<file path="src/rtl/fir_out_requant.sv">
// FIR output requantiser: decimate, round-half-up shift, saturate, then buffer in a small FIFO.
// Define FIR_OUT_REQUANT_STATS_EN to build the saturation event counter (sat_cnt).
module fir_out_requant #(
   parameter int WIDTH_IN  = 20,
   parameter int WIDTH_OUT = 8,
   parameter int SHIFT     = 8,
   parameter int DECIM     = 4,
   parameter int DEPTH     = 4
) (
   input  logic                 clk,
   input  logic                 rst,
   input  logic                 clr,
   input  logic                 x_valid,
   input  logic [WIDTH_IN-1:0]  x,
   output logic                 y_valid,
   input  logic                 y_ready,
   output logic [WIDTH_OUT-1:0] y,
   output logic                 sat_flag,
   output logic                 ovf,
   output logic [15:0]          drop_cnt,
   output logic [15:0]          sat_cnt
);

   localparam int PW = (DECIM > 1) ? $clog2(DECIM) : 1;
   localparam int AW = (DEPTH > 1) ? $clog2(DEPTH) : 1;
   localparam logic [PW-1:0] PHASE_LAST = PW'(DECIM - 1);
   localparam logic [AW:0]   CNT_FULL   = (AW+1)'(DEPTH);
   localparam logic signed [WIDTH_IN:0] RND  = (WIDTH_IN+1)'((2**SHIFT) >> 1);
   localparam logic signed [WIDTH_IN:0] MAXV = (WIDTH_IN+1)'((2**(WIDTH_OUT-1)) - 1);
   localparam logic signed [WIDTH_IN:0] MINV = (WIDTH_IN+1)'(-(2**(WIDTH_OUT-1)));

   logic [PW-1:0]              phase;
   logic                       keep;
   logic signed [WIDTH_IN:0]   t;
   logic signed [WIDTH_IN:0]   r;
   logic                       sat_hi;
   logic                       sat_lo;
   logic [WIDTH_OUT-1:0]       q;

   logic                       s1_valid;
   logic                       s1_sat;
   logic [WIDTH_OUT-1:0]       s1_data;

   logic [WIDTH_OUT-1:0]       mem [DEPTH];
   logic [AW-1:0]              wptr;
   logic [AW-1:0]              rptr;
   logic [AW:0]                count;
   logic                       full;
   logic                       pop;
   logic                       wr;
   logic                       drop;

   assign keep = x_valid && (phase == '0);

   // One extra bit of headroom so the rounding add cannot wrap.
   assign t      = $signed({x[WIDTH_IN-1], x}) + RND;
   assign r      = t >>> SHIFT;
   assign sat_hi = (r > MAXV);
   assign sat_lo = (r < MINV);
   assign q      = sat_hi ? MAXV[WIDTH_OUT-1:0] :
                   sat_lo ? MINV[WIDTH_OUT-1:0] : r[WIDTH_OUT-1:0];

   assign full    = (count == CNT_FULL);
   assign y_valid = (count != '0);
   assign pop     = y_valid && y_ready;
   assign wr      = s1_valid && (!full || pop);
   assign drop    = s1_valid && full && !pop;
   assign y       = y_valid ? mem[rptr] : '0;

   always_ff @(posedge clk or posedge rst) begin
      if (rst) begin
         phase    <= '0;
         s1_valid <= 1'b0;
         s1_sat   <= 1'b0;
         s1_data  <= '0;
      end else if (clr) begin
         phase    <= '0;
         s1_valid <= 1'b0;
         s1_sat   <= 1'b0;
         s1_data  <= '0;
      end else begin
         if (x_valid) begin
            phase <= (phase == PHASE_LAST) ? '0 : phase + PW'(1);
         end
         s1_valid <= keep;
         s1_sat   <= keep && (sat_hi || sat_lo);
         if (keep) begin
            s1_data <= q;
         end
      end
   end

   // Entry storage is left unreset; y is masked while the FIFO is empty.
   always_ff @(posedge clk) begin
      if (wr) begin
         mem[wptr] <= s1_data;
      end
   end

   always_ff @(posedge clk or posedge rst) begin
      if (rst) begin
         wptr     <= '0;
         rptr     <= '0;
         count    <= '0;
         ovf      <= 1'b0;
         drop_cnt <= '0;
         sat_flag <= 1'b0;
      end else if (clr) begin
         wptr     <= '0;
         rptr     <= '0;
         count    <= '0;
         ovf      <= 1'b0;
         drop_cnt <= '0;
         sat_flag <= 1'b0;
      end else begin
         if (wr) begin
            wptr <= wptr + AW'(1);
         end
         if (pop) begin
            rptr <= rptr + AW'(1);
         end
         case ({wr, pop})
            2'b10:   count <= count + (AW+1)'(1);
            2'b01:   count <= count - (AW+1)'(1);
            default: count <= count;
         endcase
         ovf <= drop;
         if (drop && (drop_cnt != 16'hFFFF)) begin
            drop_cnt <= drop_cnt + 16'd1;
         end
         if (s1_valid && s1_sat) begin
            sat_flag <= 1'b1;
         end
      end
   end

`ifdef FIR_OUT_REQUANT_STATS_EN
   always_ff @(posedge clk or posedge rst) begin
      if (rst) begin
         sat_cnt <= '0;
      end else if (clr) begin
         sat_cnt <= '0;
      end else if (s1_valid && s1_sat && (sat_cnt != 16'hFFFF)) begin
         sat_cnt <= sat_cnt + 16'd1;
      end
   end
`else
   assign sat_cnt = '0;
`endif

endmodule

</file>
<file path="config.mk">
export PLATFORM = sky130hd
export DESIGN_NAME = fir_out_requant
export DESIGN_NICKNAME = d
export VERILOG_FILES = /design/src/rtl/fir_out_requant.sv
export SDC_FILE = /design/constraint.sdc
export NUM_CORES = 1
export LEC_CHECK = 0
export BUFFER_PORTS_ARGS = -buffer_cell sky130_fd_sc_hd__buf_2
export CORE_MARGIN = 5
export CORE_UTILIZATION = 45
export CTS_BUF_LIST = sky130_fd_sc_hd__clkbuf_8
export DETAILED_ROUTE_END_ITERATION = 8
export GPL_TIMING_DRIVEN = 1
export PLACE_DENSITY_LB_ADDON = 0.12
export SKIP_CTS_REPAIR_TIMING = 1
export SYNTH_ARGS = -nofsm -noshare
export SYNTH_HDL_FRONTEND = slang
export SYNTH_SLANG_ARGS = --single-unit
</file>
<file path="constraint.sdc">
create_clock -name clk -period 3.1 [get_ports clk]
set_input_delay 0.465 -clock clk [delete_from_list [all_inputs] [get_ports clk]]
set_output_delay 0.465 -clock clk [all_outputs]
set_load 0.1 [all_outputs]
</file>
After elaboration in Yosys (flattened, before gate mapping)

Memories as Yosys holds them, arrays and structs flattened.
Index checks and enable logic that the tools add are counted.

Output and inout bits: 43
Input bits: 25
Word-level logic and storage cells: 69
RAM bits: 32
Memories: 1
Register bits: 37

Multiplexer cells: 23
$lt $le $gt $ge: 2
Equal/unequal tests: 5
Add/sub/neg operators: 7
Reduce and logical (&&, ||, !) cells: 21

Memories:

| name | words | bits a word | rd ports | clocked after memory_dff | wr ports | line | text |
|---|---|---|---|---|---|---|---|
| mem  | 4     | 8           | 1        | 0                        | 1        | 44   | `logic [WIDTH_OUT-1:0] mem [DEPTH];` |

Operators with widths:

| cell                    | count |
|---|---|
| $mux W8                 | 5 |
| $mux W16                | 2 |
| $add A20 B9 Y21 const B | 1 |
| $add A16 B1 Y16 const B | 1 |
| $ne A16 B16 Y1 const B  | 1 |
| $mux W2                 | 7 |
| $gt A13 B8 Y1 const B   | 1 |
| $lt A13 B8 Y1 const B   | 1 |
| $reduce_bool A2 Y1      | 6 |
| $logic_and A1 B1 Y1     | 8 |
| $mux W1                 | 7 |
| $add A2 B1 Y2 const B   | 3 |
| $pmux W3 S2             | 1 |
| $reduce_bool A3 Y1      | 2 |
| $eq A2 B2 Y1 const B    | 2 |
| $add A3 B1 Y3 const B   | 1 |
| $eq A3 B3 Y1 const B    | 1 |
| $mux W3                 | 1 |
| $sub A3 B1 Y3 const B   | 1 |
| $eq A2 B1 Y1 const B    | 1 |
| $logic_not A1 Y1        | 2 |
| $logic_not A2 Y1        | 1 |
| $logic_or A1 B1 Y1      | 2 |

Logic depth before layout (Yosys ltp)

Depth after elaboration: 7
Gate-level depth with buffers: 8
Depth with buffers taken out: 7

Worst setup path after synthesis

No wires, ideal clock.

Path kind: register to output
From: reg count[0]
To: out y[0]
Stages on the path, launching flop included: 4
Data required time: 2.635 ns
Path slack: 0.179 ns
Buffers on the path: 1
Data arrival time: 2.456 ns
Cells stage by stage: dfrtp_1 > or3_1 > clkbuf_1 > and2_1

Cells in the longest elaborated chain, start to end: 2

RTL lines:

| item                   | line | text |
|---|---|---|
| start, declared        | 47   | `logic [AW:0] count;` |
| start signal, assigned | 123  | `2'b10: count <= count + (AW+1)'(1);` |
| start signal, assigned | 124  | `2'b01: count <= count - (AW+1)'(1);` |
| start signal, assigned | 125  | `default: count <= count;` |
| $reduce_bool A3 Y1     | 64   | `assign y_valid = (count != '0);` |
| via y_valid            | 15   | `output logic y_valid,` |
| $mux W8                | 68   | `assign y = y_valid ? mem[rptr] : '0;` |
| end, declared          | 17   | `output logic [WIDTH_OUT-1:0] y,` |

The timed path passes the listed nets, and every way through them passes these cells.

Final worst setup path

From: reg rptr[0]
To: out y[6]

Cells in the longest elaborated chain, start to end: 2

RTL lines:

| item                   | line | text |
|---|---|---|
| start, declared        | 46   | `logic [AW-1:0] rptr;` |
| start signal, assigned | 120  | `rptr <= rptr + AW'(1);` |
| $mem_v2 Z4 W8          | n/a  |  |
| $mux W8                | 68   |  |

No other way between the ends.

==> impl_metrics.tcl <==
set metrics [dict create \
    status "complete, no violations" \
    worstPathRequired_ns 2.63 \
    finished_cell_area_um2 4050 \
    combPwrFrac_pct 14.3 \
    drt_iter0_markers 114 \
    pwr-share-seq_pct 48.1 \
    power_per_cell_area_nw_per_um2 529 \
    post_layout_nonfiller_instances 460 \
    number_of_antenna_violations_at_the_first_check_in_global_routing 0 \
    critPathBufInv 1 \
    setup_tns_ns 0 \
    critPathKind "reg2out" \
    finalCriticalPeriod_ns 2.52 \
    cts.sinks 69 \
    post_dp_hpwl_um 4720 \
    synth.distinct_cells 50 \
    detail_route.vias_per_cell 5.25 \
    global_placer_s_final_weighted_congestion 0.822 \
    worstSetupEndpointType "primary output" \
    antenna_violating_nets_post_route 0 \
    placement_rows 32 \
    first_global_vias 2335 \
    io_buffers 44 \
    grt_util_all_layers_pct 13.9 \
    clock_latency_ns 0.33 \
    post-place-ws_ns 0.689 \
    core_region_area_um2 7730 \
    internal_cell_power_mw 1.54 \
    grt_start_max_net_pins 38 \
    final_worst_path_period_share_pct 81.2 \
    initial_utilization_pct 46.1 \
    netSwitchingPower_mw 0.602 \
    family_with_the_most_delay_on_the_worst_path "flip-flops" \
    routedWlPerCell_um 14.3 \
    whs_ns 0.226 \
    detail_route.first_pass.iterations 4 \
    slew_violations 0 \
    async_flop_share_pct 53.6 \
    cp_slowest_cell "sky130_fd_sc_hd__dfrtp_1" \
    dpl-instance-area_um2 3820 \
    setup_slack_ns 0.582 \
    totalWireLength_um 6590 \
    power_switching_share_pct 28.1 \
    tightest_slew_ns 0.639 \
    rsz0062_at_grt "false" \
    ys.flop_type "sky130_fd_sc_hd__dfrtp_1" \
    cts.htree.levels 3 \
    grt_pass1_wl_um 11100 \
    fmax_mhz 397 \
    arrival_ns 2.05 \
    timing_hold_violations_final 0 \
    layout.core_utilization_pct 52.3 \
    gr-total-overflow 0 \
    ctsLongestPathBuffers 2 \
    power_mw 2.14 \
    cts_made_buffers 9 \
    cts_root_buf "sky130_fd_sc_hd__clkbuf_8" \
    post_synth_inst_count 307 \
    synthesis.area_per_instance_um2 11.6 \
    leakagePower_nw 1.69 \
    die-height_um 99.0 \
    yosys_register_bits 69 \
    timing.critical_path.from_type "flip-flop" \
    syn-cell-area_um2 3560 \
    post_route_cells_drive_above_1_share_pct 21.2 \
    worst_hold_path_type "in2async" \
    vias 2415 \
    place.detailed.instances 444 \
    clkPwrFrac_pct 37.7 \
    cap_violations 0 \
    worst_relative_slew_slack_pct 56.9 \
    seq_area_frac_synth_pct 53.0 \
    floorplan.io_pins 68 \
    ir_worst_vdd_v 0.000224 \
    area_delta_synth_final_pct 13.6 \
    die_width_um 99.0 \
    worstPathMaxFanout 10 \
    final-setup-viol-count 0 \
    yosys_warnings 0 \
    tritoncts "built" \
    cp_slowest_stage_delay_ns 0.70 \
    die-area_um2 9800 \
    antenna-diode-count 0 \
    finalNetCount 387 \
    clkSlewWorstSetupHoldPaths_ns 0.08 \
    crit_path_cell_trace "mux4_2 -> and2_1 -> buf_2" \
    remaining_drc_errors 0 \
    worst_clock_skew_on_the_final_layout_ns 0.0144 \
    count_of_flip_flops_with_a_built_in_enable_after_synthesis 32 \
]
registers in the layout (all words and copies together) (netlist names), 2 cells and up:
signal    cells
drop_cnt     16
rptr          2
wptr          2
s1_data       8
count         3
phase         2
mem          32
synthesized netlist by cell type (9+ instances only):
library cell | instances | share of area, %
sky130_fd_sc_hd__dfrtp_1 | 37 | 26
sky130_fd_sc_hd__nand3_1 | 13 | 1.8
sky130_fd_sc_hd__buf_4 | 16 | 3.4
sky130_fd_sc_hd__inv_1 | 9 | 0.95
sky130_fd_sc_hd__nand2_1 | 22 | 2.3
sky130_fd_sc_hd__edfxtp_1 | 32 | 27
sky130_fd_sc_hd__nor2_1 | 34 | 3.6
sky130_fd_sc_hd__xor2_1 | 15 | 3.7
sky130_fd_sc_hd__and2_1 | 13 | 2.3
metal layers:
layer | track usage (%) | wire length (um) | up-vias
met5 | 0 | 0 | -
met4 | 5.36 | 62 | 0
met3 | 2.55 | 318 | 4
met2 | 21.8 | 3080 | 62
met1 | 19.2 | 3130 | 1170
li1 | - | - | 1179
placed cells by master (no fill, tap or decap), types with 2 or more instances in the layout:
cell type	n
sky130_fd_sc_hd__o221ai_1	6
sky130_fd_sc_hd__dfrtp_1	37
sky130_fd_sc_hd__nand3_1	13
sky130_fd_sc_hd__o21ai_0	5
sky130_fd_sc_hd__and2_1	13
sky130_fd_sc_hd__o2111ai_1	4
sky130_fd_sc_hd__nor3_1	4
sky130_fd_sc_hd__clkbuf_8	10
sky130_fd_sc_hd__a2111oi_0	2
sky130_fd_sc_hd__mux4_2	8
sky130_fd_sc_hd__nor2_1	34
sky130_fd_sc_hd__o211ai_1	4
sky130_fd_sc_hd__nor3b_1	2
sky130_fd_sc_hd__nand4_1	4
sky130_fd_sc_hd__mux2i_1	5
sky130_fd_sc_hd__xor2_1	15
sky130_fd_sc_hd__edfxtp_1	32
sky130_fd_sc_hd__ha_1	8
sky130_fd_sc_hd__o21ai_1	2
sky130_fd_sc_hd__nor2b_1	2
sky130_fd_sc_hd__inv_1	10
sky130_fd_sc_hd__nand2_1	22
sky130_fd_sc_hd__and3_1	3
sky130_fd_sc_hd__or4_1	5
sky130_fd_sc_hd__buf_2	44
sky130_fd_sc_hd__o31ai_1	4
sky130_fd_sc_hd__a31oi_1	2
sky130_fd_sc_hd__xnor2_1	8
sky130_fd_sc_hd__nor4_1	2
sky130_fd_sc_hd__a21oi_1	5
sky130_fd_sc_hd__clkinvlp_4	2
sky130_fd_sc_hd__nand2b_1	3
sky130_fd_sc_hd__conb_1	16
sky130_fd_sc_hd__and4_1	2
sky130_fd_sc_hd__bufinv_16	2
logic make-up (layout without fill, tap and decap cells):
| logic type | Yosys count | after routing | synth area share (%) |
|---|---|---|---|
| AO/OA/AOI/OAI | 41 | 41 | 8.96 |
| XOR/XNOR | 23 | 23 | 5.66 |
| adder cells (fa/ha/maj) | 9 | 9 | 3.37 |
| buffers and inverters | 34 | 70 | 5.27 |
| flip-flops | 69 | 69 | 53.0 |
| multiplexers | 13 | 13 | 6.46 |
| other | 1 | 16 | 0.105 |
| AND/OR/NAND/NOR | 117 | 117 | 17.2 |
path summary, 6_finish.rpt:
path / from / endpoint / slack, ns / cells past startpoint
hold reg to reg: s1_sat / sat_flag / 0.51 / 2
setup reg to reg: count[0] / count[1] / 0.73 / 7
max in group asynchronous: rst / wptr[1] / 2.53 / 3
setup / recovery: rptr[0] / y[6] / 0.58 / 3
min in group clk: x_valid / phase[1] / 0.48 / 3
hold / removal: rst / drop_cnt[6] / 0.23 / 3
area by class of cell:
type                            count  area, um^2
Clock inverter                      6        87.6
Sequential cell                    69        1890
Multi-Input combinational cell    219        1540
Inverter                            9        33.8
Fill cell                         683        3680
Timing Repair Buffer               45         228
Tap cell                          102         128
Clock buffer                       10         138
tightest hold or removal path, stage by stage:
cell,delay [ns]
sky130_fd_sc_hd__buf_2,0.09
sky130_fd_sc_hd__inv_1,0.04
sky130_fd_sc_hd__buf_4,0.40
power groups by stage:
stage                     clock network (mW)  logic (mW)  registers [mW]
after floorplan                            0       0.276            1.04
after global placement                     0       0.305            1.05
after detailed placement                   0       0.308            1.05
after CTS                              0.824       0.308            1.03
after global routing                   0.860       0.329            1.04
final                                  0.806       0.305            1.03
Note: power is estimated with default switching activity, not from simulation.
